**config.mk**
```make
export PLATFORM = sky130hd
export DESIGN_NAME = wrap_counter
export DESIGN_NICKNAME = d
export VERILOG_FILES = /design/src/rtl/wrap_counter.sv
export SDC_FILE = /design/constraint.sdc
export NUM_CORES = 1
export LEC_CHECK = 0
export CAP_MARGIN = 20
export CORE_AREA = 3 3 40 42
export DETAILED_ROUTE_END_ITERATION = 8
export DIE_AREA = 0 0 43 45
export PLACE_DENSITY = 0.49
export SYNTH_ARGS = -nofsm -noshare
export SYNTH_HDL_FRONTEND = slang
export SYNTH_SLANG_ARGS = --single-unit
export TNS_END_PERCENT = 50
```
**constraint.sdc**
```tcl
create_clock -name clk -period 2.2 [get_ports clk]
set_input_delay 0.66 -clock clk [delete_from_list [all_inputs] [get_ports clk]]
set_output_delay 0.66 -clock clk [all_outputs]
set_load 0.05 [all_outputs]
```
**src/rtl/wrap_counter.sv**
```systemverilog
// wrap_counter: WIDTH-bit up/down counter with load, terminal count and wrap pulse.
// Optional macro WRAP_COUNTER_SAT_EN selects saturating instead of modulo counting.
module wrap_counter #(
    parameter int          WIDTH   = 4,
    parameter logic [31:0] RST_VAL = 32'd0
) (
    input  logic             clk,
    input  logic             rst,
    input  logic             en,
    input  logic             up_dn,
    input  logic             load,
    input  logic [WIDTH-1:0] load_val,
    output logic [WIDTH-1:0] count,
    output logic             tc,
    output logic             wrap
);

    localparam logic [WIDTH-1:0] MAX_VAL  = {WIDTH{1'b1}};
    localparam logic [WIDTH-1:0] ZERO_VAL = {WIDTH{1'b0}};
    localparam logic [WIDTH-1:0] ONE_VAL  = WIDTH'(32'd1);
    localparam logic [WIDTH-1:0] RST_TRUNC = RST_VAL[WIDTH-1:0];

    logic [WIDTH-1:0] r_count;
    logic             r_wrap;
    logic [WIDTH-1:0] w_next_count;
    logic             w_next_wrap;
    logic             w_at_bound;

    // The bound is the value a step in the current direction would leave.
    assign w_at_bound = up_dn ? (r_count == MAX_VAL) : (r_count == ZERO_VAL);

    // Next-state selection: load beats enable, enable beats hold.
    always_comb begin
        w_next_count = r_count;
        w_next_wrap  = 1'b0;
        if (load) begin
            w_next_count = load_val;
            w_next_wrap  = 1'b0;
        end else if (en) begin
`ifdef WRAP_COUNTER_SAT_EN
            if (w_at_bound) begin
                w_next_count = r_count;
                w_next_wrap  = 1'b1;
            end else begin
                w_next_count = up_dn ? (r_count + ONE_VAL) : (r_count - ONE_VAL);
                w_next_wrap  = 1'b0;
            end
`else
            w_next_count = up_dn ? (r_count + ONE_VAL) : (r_count - ONE_VAL);
            w_next_wrap  = w_at_bound;
`endif
        end else begin
            w_next_count = r_count;
            w_next_wrap  = 1'b0;
        end
    end

    // State register with synchronous reset taking priority over everything.
    always_ff @(posedge clk) begin
        if (rst) begin
            r_count <= RST_TRUNC;
            r_wrap  <= 1'b0;
        end else begin
            r_count <= w_next_count;
            r_wrap  <= w_next_wrap;
        end
    end

    assign count = r_count;
    assign wrap  = r_wrap;
    assign tc    = w_at_bound;

endmodule

```
==> metrics.txt <==
Area contributors post-synth sky130_fd_sc_hd__dfxtp_1 30%, sky130_fd_sc_hd__a21oi_1 7.4%, sky130_fd_sc_hd__ha_1 7.4%, sky130_fd_sc_hd__fa_1 5.9%, sky130_fd_sc_hd__mux2i_1 5.9%; setup TNS 0 ns; Synthesized Nets 48; post-synthesis cell area 336.6 um2; clock share of power 0.311; Tot GR Track Use 0.09425; flip-flop and latch count after synthesis 5; Num CTS Buffers 3; post-DR vias/cell between 4 and 5; maximum clock frequency 496.6 MHz; switching share of total power 0.3292; routed wire length 741 um; worst-path maximum fanout 2; setup clock skew after layout between 0.00015 and 0.0002 ns; critical path's slowest cell sky130_fd_sc_hd__dlygate4sd2_1; remaining max-slew budget at the tightest pin 0.6732; clock slew at the register clock pins of the worst setup and hold paths 0.04 ns; maximum cell stage delay along the critical path between 0.2 and 0.25 ns; number of buffers added for setup after CTS 0; CTS hold repair buffers 0; Data arrival, critical path 1.35 ns; hold violation count in the final report 0; fraction of layout cells with a size suffix above 1 0.3158; post-route ant nets 0; worst min-delay path startpoint count[2]; power per unit of standard cell area 609.5 nW/um2; total I/O pin count 15; maximum clock path buffer count 2; critical register-to-register path endpoint count[1]; startpoint class of the critical path input port; Post-synth EDFFs 0; count of buffers from port buffering 14; final clock period utilization by the worst path 0.9153; cell chain of the critical path dlygate4sd2_1 -> buf_6 -> nand3_2 -> nand2_2 -> buf_12; Inserted Diodes 0; clk sink count 5; number of global-route vias before repair 319; distinct cell type count of the synthesized netlist 19; number of levels the H-tree was split into 1; number of gates resized after CTS 5; total buffers and inverters traversed by the critical path 3; pre-CTS setup slack -0.1387 ns; largest area contributor in the netlist sky130_fd_sc_hd__dfxtp_1; fin nets 70; detail-routed net length per standard cell a little over 10 um; FF-to-FF setup slack 0.71 ns; post-layout instance count excluding filler cells 72; Final Slew Violations 0; Avg Cell Area, Syn around 9.3 um2; drt pass-1 iters 3; area of combinational cells with multiple inputs 229.0 um2; area fraction of the dominant cell type after synthesis 0.2974; Fill cells 128; share of synthesized registers carrying an async set or reset 0; most common flop cell mapped by yosys sky130_fd_sc_hd__dfxtp_1; total power about 0.34 mW; Die ar. ~1900 um2; Critical Path End Type output port; cell family contributing the most delay on the critical path buffers and inverters; total of max-cap violations 0; clock latency reported for the late side of the worst-skew pair 0.24 ns; initial antenna violation count 0; floorplan die width 43 um; Cells after DPL 68; cell depth of the worst hold path 3; cells after synthesis 36; number of cell instances on the worst register-to-register path 4; static leakage 0.2456 nW; setup ws final 0.1863 ns; P_sw 0.1105 mW; root buffer cell sky130_fd_sc_hd__clkbuf_4; GRT Residual Overflow 0; FF/Latch Area 100.1 um2; DP Wirelength 617.4 um; effective utilization at floorplan 0.2619; Final setup viols 0; standard-cell rows 13; placeable core region 1285 um2; worst setup path category input port to output port; Internal Dissipation approximately 0.23 mW; TritonCTS clock tree yes; area growth from synthesis to layout 63.57%; transition at the pin with the smallest max-transition slack 0.4886 ns; height of the die 45 um; portion of the post-synthesis area used by sequential elements 0.2974; global-route wire length before repair 1338 um; largest net degree at the start of global routing 7; endpoint with the worst hold slack count[2]; Peak VDD IR 0.0002299 V; fraction of power consumed by combinational cells 0.365; vias post-DR about 330; post-route DRC violation count 0; Sequential Power Share 0.324; Starting DRT DRC Count 5; class of the worst hold path register to register; most numerous cell types in the synthesized netlist 5 x sky130_fd_sc_hd__a21oi_1, 5 x sky130_fd_sc_hd__dfxtp_1, 3 x sky130_fd_sc_hd__nand2_1, 3 x sky130_fd_sc_hd__nor2_1; total number of yosys warnings 0; Final GP Congestion 0.6350; setup repair after global routing missed its margin no; Worst Path Required 1.54 ns; launch instance of the worst register-to-register path count[0]; status completed; shortest period the worst path allows just over 2 ns
## through the flow
stage	instance area (um2)	utilization	hold slack, ns
floorplan	336.6	-	0.7291
global placement	514.2	0.4002	0.6281
detailed placement	514.2	0.4002	0.6567
CTS	550.5	0.4284	0.6655
global route	550.5	0.4284	0.7122
finish	550.5	0.4284	0.6502
## worst reg2reg max path: cells and delay by family, from the launching register on
| family | cells | cell delay, ns |
|---|---|---|
| mux | 2 | 0.39 |
| simple gates | 1 | 0.05 |
| fa+ha+maj | 1 | 0.46 |
| flops | 1 | 0.47 |
## flip-flops by register name, indices dropped and copies added, names as in the netlist
signal,count
count,4
wrap,1
## power groups by stage
stage | clock, mW | combinational [mW] | sequential (mW)
6_report | 0.104 | 0.123 | 0.109
5_1_grt | 0.115 | 0.133 | 0.110
4_1_cts | 0.109 | 0.124 | 0.109
3_5_place_dp | 0 | 0.122 | 0.110
3_3_place_gp | 0 | 0.121 | 0.110
2_1_floorplan | 0 | 0.0514 | 0.132
## cells in the final DEF (no fill, tap or decap)
cell and instances:
sky130_fd_sc_hd__o32ai_2 1, sky130_fd_sc_hd__nand3_2 1, sky130_fd_sc_hd__nand3_1 1, sky130_fd_sc_hd__clkdlybuf4s50_1 8, sky130_fd_sc_hd__and3_1 2, sky130_fd_sc_hd__buf_4 7, sky130_fd_sc_hd__mux2i_1 2, sky130_fd_sc_hd__clkbuf_1 1
sky130_fd_sc_hd__buf_6 1, sky130_fd_sc_hd__xnor2_1 1, sky130_fd_sc_hd__nand2_2 1, sky130_fd_sc_hd__dfxtp_1 5, sky130_fd_sc_hd__xor2_1 2, sky130_fd_sc_hd__dlygate4sd2_1 1, sky130_fd_sc_hd__fa_1 1, sky130_fd_sc_hd__ha_1 2
sky130_fd_sc_hd__a211o_2 1, sky130_fd_sc_hd__or3b_1 1, sky130_fd_sc_hd__nor4_1 1, sky130_fd_sc_hd__nor2_1 3, sky130_fd_sc_hd__clkbuf_4 3, sky130_fd_sc_hd__nor3b_1 1, sky130_fd_sc_hd__inv_2 1, sky130_fd_sc_hd__a21oi_1 5
sky130_fd_sc_hd__nand2_1 2, sky130_fd_sc_hd__mux2_2 1, sky130_fd_sc_hd__buf_12 1
## worst max path at each step
stage | endpoint | slack (ns) | cells after the start | from
finish | tc | 0.19 | 5 | up_dn
global route | tc | 0.13 | 5 | up_dn
floorplan | tc | 0.14 | 3 | count[1]
global placement | count[2] | -0.11 | 6 | up_dn
detailed placement | count[2] | -0.14 | 6 | up_dn
CTS | wrap | 0.19 | 1 | wrap
## cell families after synthesis
logic type,Yosys count,share of synthesized area
muxes,3,0.09294
and+or+nand+nor,13,0.2008
DFF,5,0.2974
adders and majority gates,3,0.1338
AOI/OAI and AO/OA,7,0.1524
xor gates and xnor gates,3,0.07808
buffers and inverters,2,0.04460
## area by class of cell
type / count / share of cell area
multi-input combinational: 29 / 0.4159
timing repair buffer: 18 / 0.3136
sequential: 5 / 0.1818
clock buffer: 4 / 0.04773
tap: 15 / 0.03409
inverter: 1 / 0.006818
## per-layer routing
metal	vias up	part of all wire	GRT usage
met5	-	0	0
met4	0	0.018	0.05422
met3	2	0.10	0.03984
met2	14	0.47	0.1407
met1	142	0.41	0.1138
li1	173	-	-
(Power assumes the default switching activity.)
==> edit, RTL diff (same flow settings) <==
The option `WRAP_COUNTER_SAT_EN` is turned on by a define.
--- a/src/rtl/wrap_counter.sv
+++ b/src/rtl/wrap_counter.sv
@@ -2,2 +2,4 @@
 // Optional macro WRAP_COUNTER_SAT_EN selects saturating instead of modulo counting.
+`define WRAP_COUNTER_SAT_EN
+
 module wrap_counter #(
Formal check against the unedited RTL: not equivalent (Yosys sat finds a counterexample within 4 cycles, from zero or initial values and one cycle with rst high).
==> edit against the original RTL <==
- the flow now finishes with violations (negative setup slack)
- wire length grew 23%
- critical path depth shrank 1
- utilization grew 6.5 points
- sequential cell count is the same
- register-to-register slack lost 380 ps
- power grew 9.9%
- clock skew grew 0.87 ps
- worst setup slack lost 200 ps
- design area grew 15%
- area after synthesis grew 10%
- largest power group unchanged
==> edit: results (changes against the original RTL) <==
The flow ran to the end, but the final reports show violations. The checks that failed: negative setup slack. The depth of the most critical reg-to-reg path is 5 (+1).

In the post-synthesis netlist, the biggest area contributors are sky130_fd_sc_hd__dfxtp_1 (27%), sky130_fd_sc_hd__a2111oi_2 (8.1%), sky130_fd_sc_hd__o221ai_4 (7.1%). Compound-gate portion of the synthesized area: 33.8% (+19 points). The run gives 330 ps (-380 ps) as the register-to-register path setup slack.

The logs give 11.8% (+2.4 points) for the total global-route track usage and 74 (+8.8%) for the cell total after placement. The post-synthesis share of cell area spent on full adders, half adders and majority gates came out at 12.2% (-1.2 points). For the worst voltage drop across the vdd grid, the log shows 387 uV (+68%). The final setup slack of the worst path is -10.1 ps (-196 ps), and the wire length of the first global-routing pass is 1660 um (+24%). The root buffer cell chosen for the clock tree is sky130_fd_sc_hd__clkbuf_4. Multiplexer share of the synthesized area: 2.70% (-6.6 points). For the count of final setup violators, the log shows 1 (+1). Final setup TNS: -10.1 ps (-10.1 ps). For the overall via count from detail_route, the log shows 372 (+12%). The via count of the first global-routing pass was 405 (+27%); the detailed-route wire length per cell was 11.6 um (+12%). The tools report the data arrival time at the worst-slack endpoint as 1550 ps (+200 ps). The DRC violation total after the first TritonRoute iteration came out at 3 (-2). The leakage power of the design is 0.284 nW (+16%), and the number of different library cells in the post-synthesis netlist is 22 (+3). The maximum level of the CTS H-tree is 1 (unchanged).

By count the netlist is led by sky130_fd_sc_hd__dfxtp_1 (5), sky130_fd_sc_hd__nor2_1 (5), sky130_fd_sc_hd__inv_1 (3). The synthesized netlist net count is 50 (+4.2%), and the xor and xnor fraction of the mapped netlist area is 4.73% (-3.1 points). The count of placed standard cells in the final layout, fillers left out was 79 (+9.7%). The maximum fanout along the worst path is 3 (+1). The count of mapped cells out of synthesis came out at 38 (+5.6%). Net total in the final layout: 77 (+10%). Number of optimization iterations in the first detailed-route pass: 2 (-1). The share of post-route cells with drive strength above 1 is 39.1% (+7.5 points), and the count of cells along the worst hold path is 2 (-1). The run gives 0.768 (+21%) as the final weighted congestion in routability-driven placement. The sum of net half-perimeters after detailed placement came out at 771 um (+25%).
-- edit: through the flow --
step / utilization [%] / setup slack (ps) / cell area, um^2
CTS: 49.4 / -199 / 634
global placement: 45.8 / -512 / 588
detailed placement: 45.8 / -544 / 588
global route: 49.4 / -35.8 / 634
finish: 49.4 / -10.1 / 634
floorplan: - / -88.7 / 377
-- edit: critical path, stage by stage --
cell	delay, ps
sky130_fd_sc_hd__buf_8	100
sky130_fd_sc_hd__or4_4	430
sky130_fd_sc_hd__o22ai_4	200
sky130_fd_sc_hd__buf_12	160
-- edit: layer usage --
metal	vias to the layer above	global-route usage, %	wire, um
met4	0	7.23	24
met2	12	20.4	421
met5	-	0	0
met1	163	12.0	398
li1	195	-	-
met3	2	4.78	70
-- edit: cells by family (layout without fill, tap and decap cells) --
logic type / after synthesis / in the layout
AOI/OAI and AO/OA: 12 / 12
and+or+nand+nor: 12 / 12
DFF: 5 / 5
adders and majority gates: 3 / 3
buffers and inverters: 3 / 29
xor gates and xnor gates: 2 / 2
muxes: 1 / 1
-- edit: what timing repair did --
item | in CTS | in global routing
hold buffers | 0 | 0
buffers inserted | 1 | 1
endpoints found under the setup margin | 4 | 1
hold endpoints to repair | 0 | 0
pin swaps | 2 | 2
gates resized for setup | 7 | 1
-- edit: power by group through the flow --
stage               logic [W]  clock network, W  registers (W)
finish               0.000155          0.000108       0.000105
global route         0.000170          0.000119       0.000106
CTS                  0.000156          0.000114       0.000105
detailed placement   0.000150                 0       0.000107
global placement     0.000149                 0       0.000107
floorplan           0.0000591                 0       0.000134
-- edit: cell type report --
class                   instances  area [um^2]
clock buffers                   4         26.3
flip-flops and latches          5          100
repair buffers                 22          205
inverters                       3         11.3
multi-input cells              30          273
well taps                      15         18.8
fillers                       113          651
-- edit: path summary, 6_finish.rpt --
check                           to             startpoint
max                             tc                  up_dn
min reg2reg  count[3]$_SDFFE_PP0P_  count[3]$_SDFFE_PP0P_
max reg2reg  count[3]$_SDFFE_PP0P_  count[1]$_SDFFE_PP0P_
min          count[3]$_SDFFE_PP0P_  count[3]$_SDFFE_PP0P_
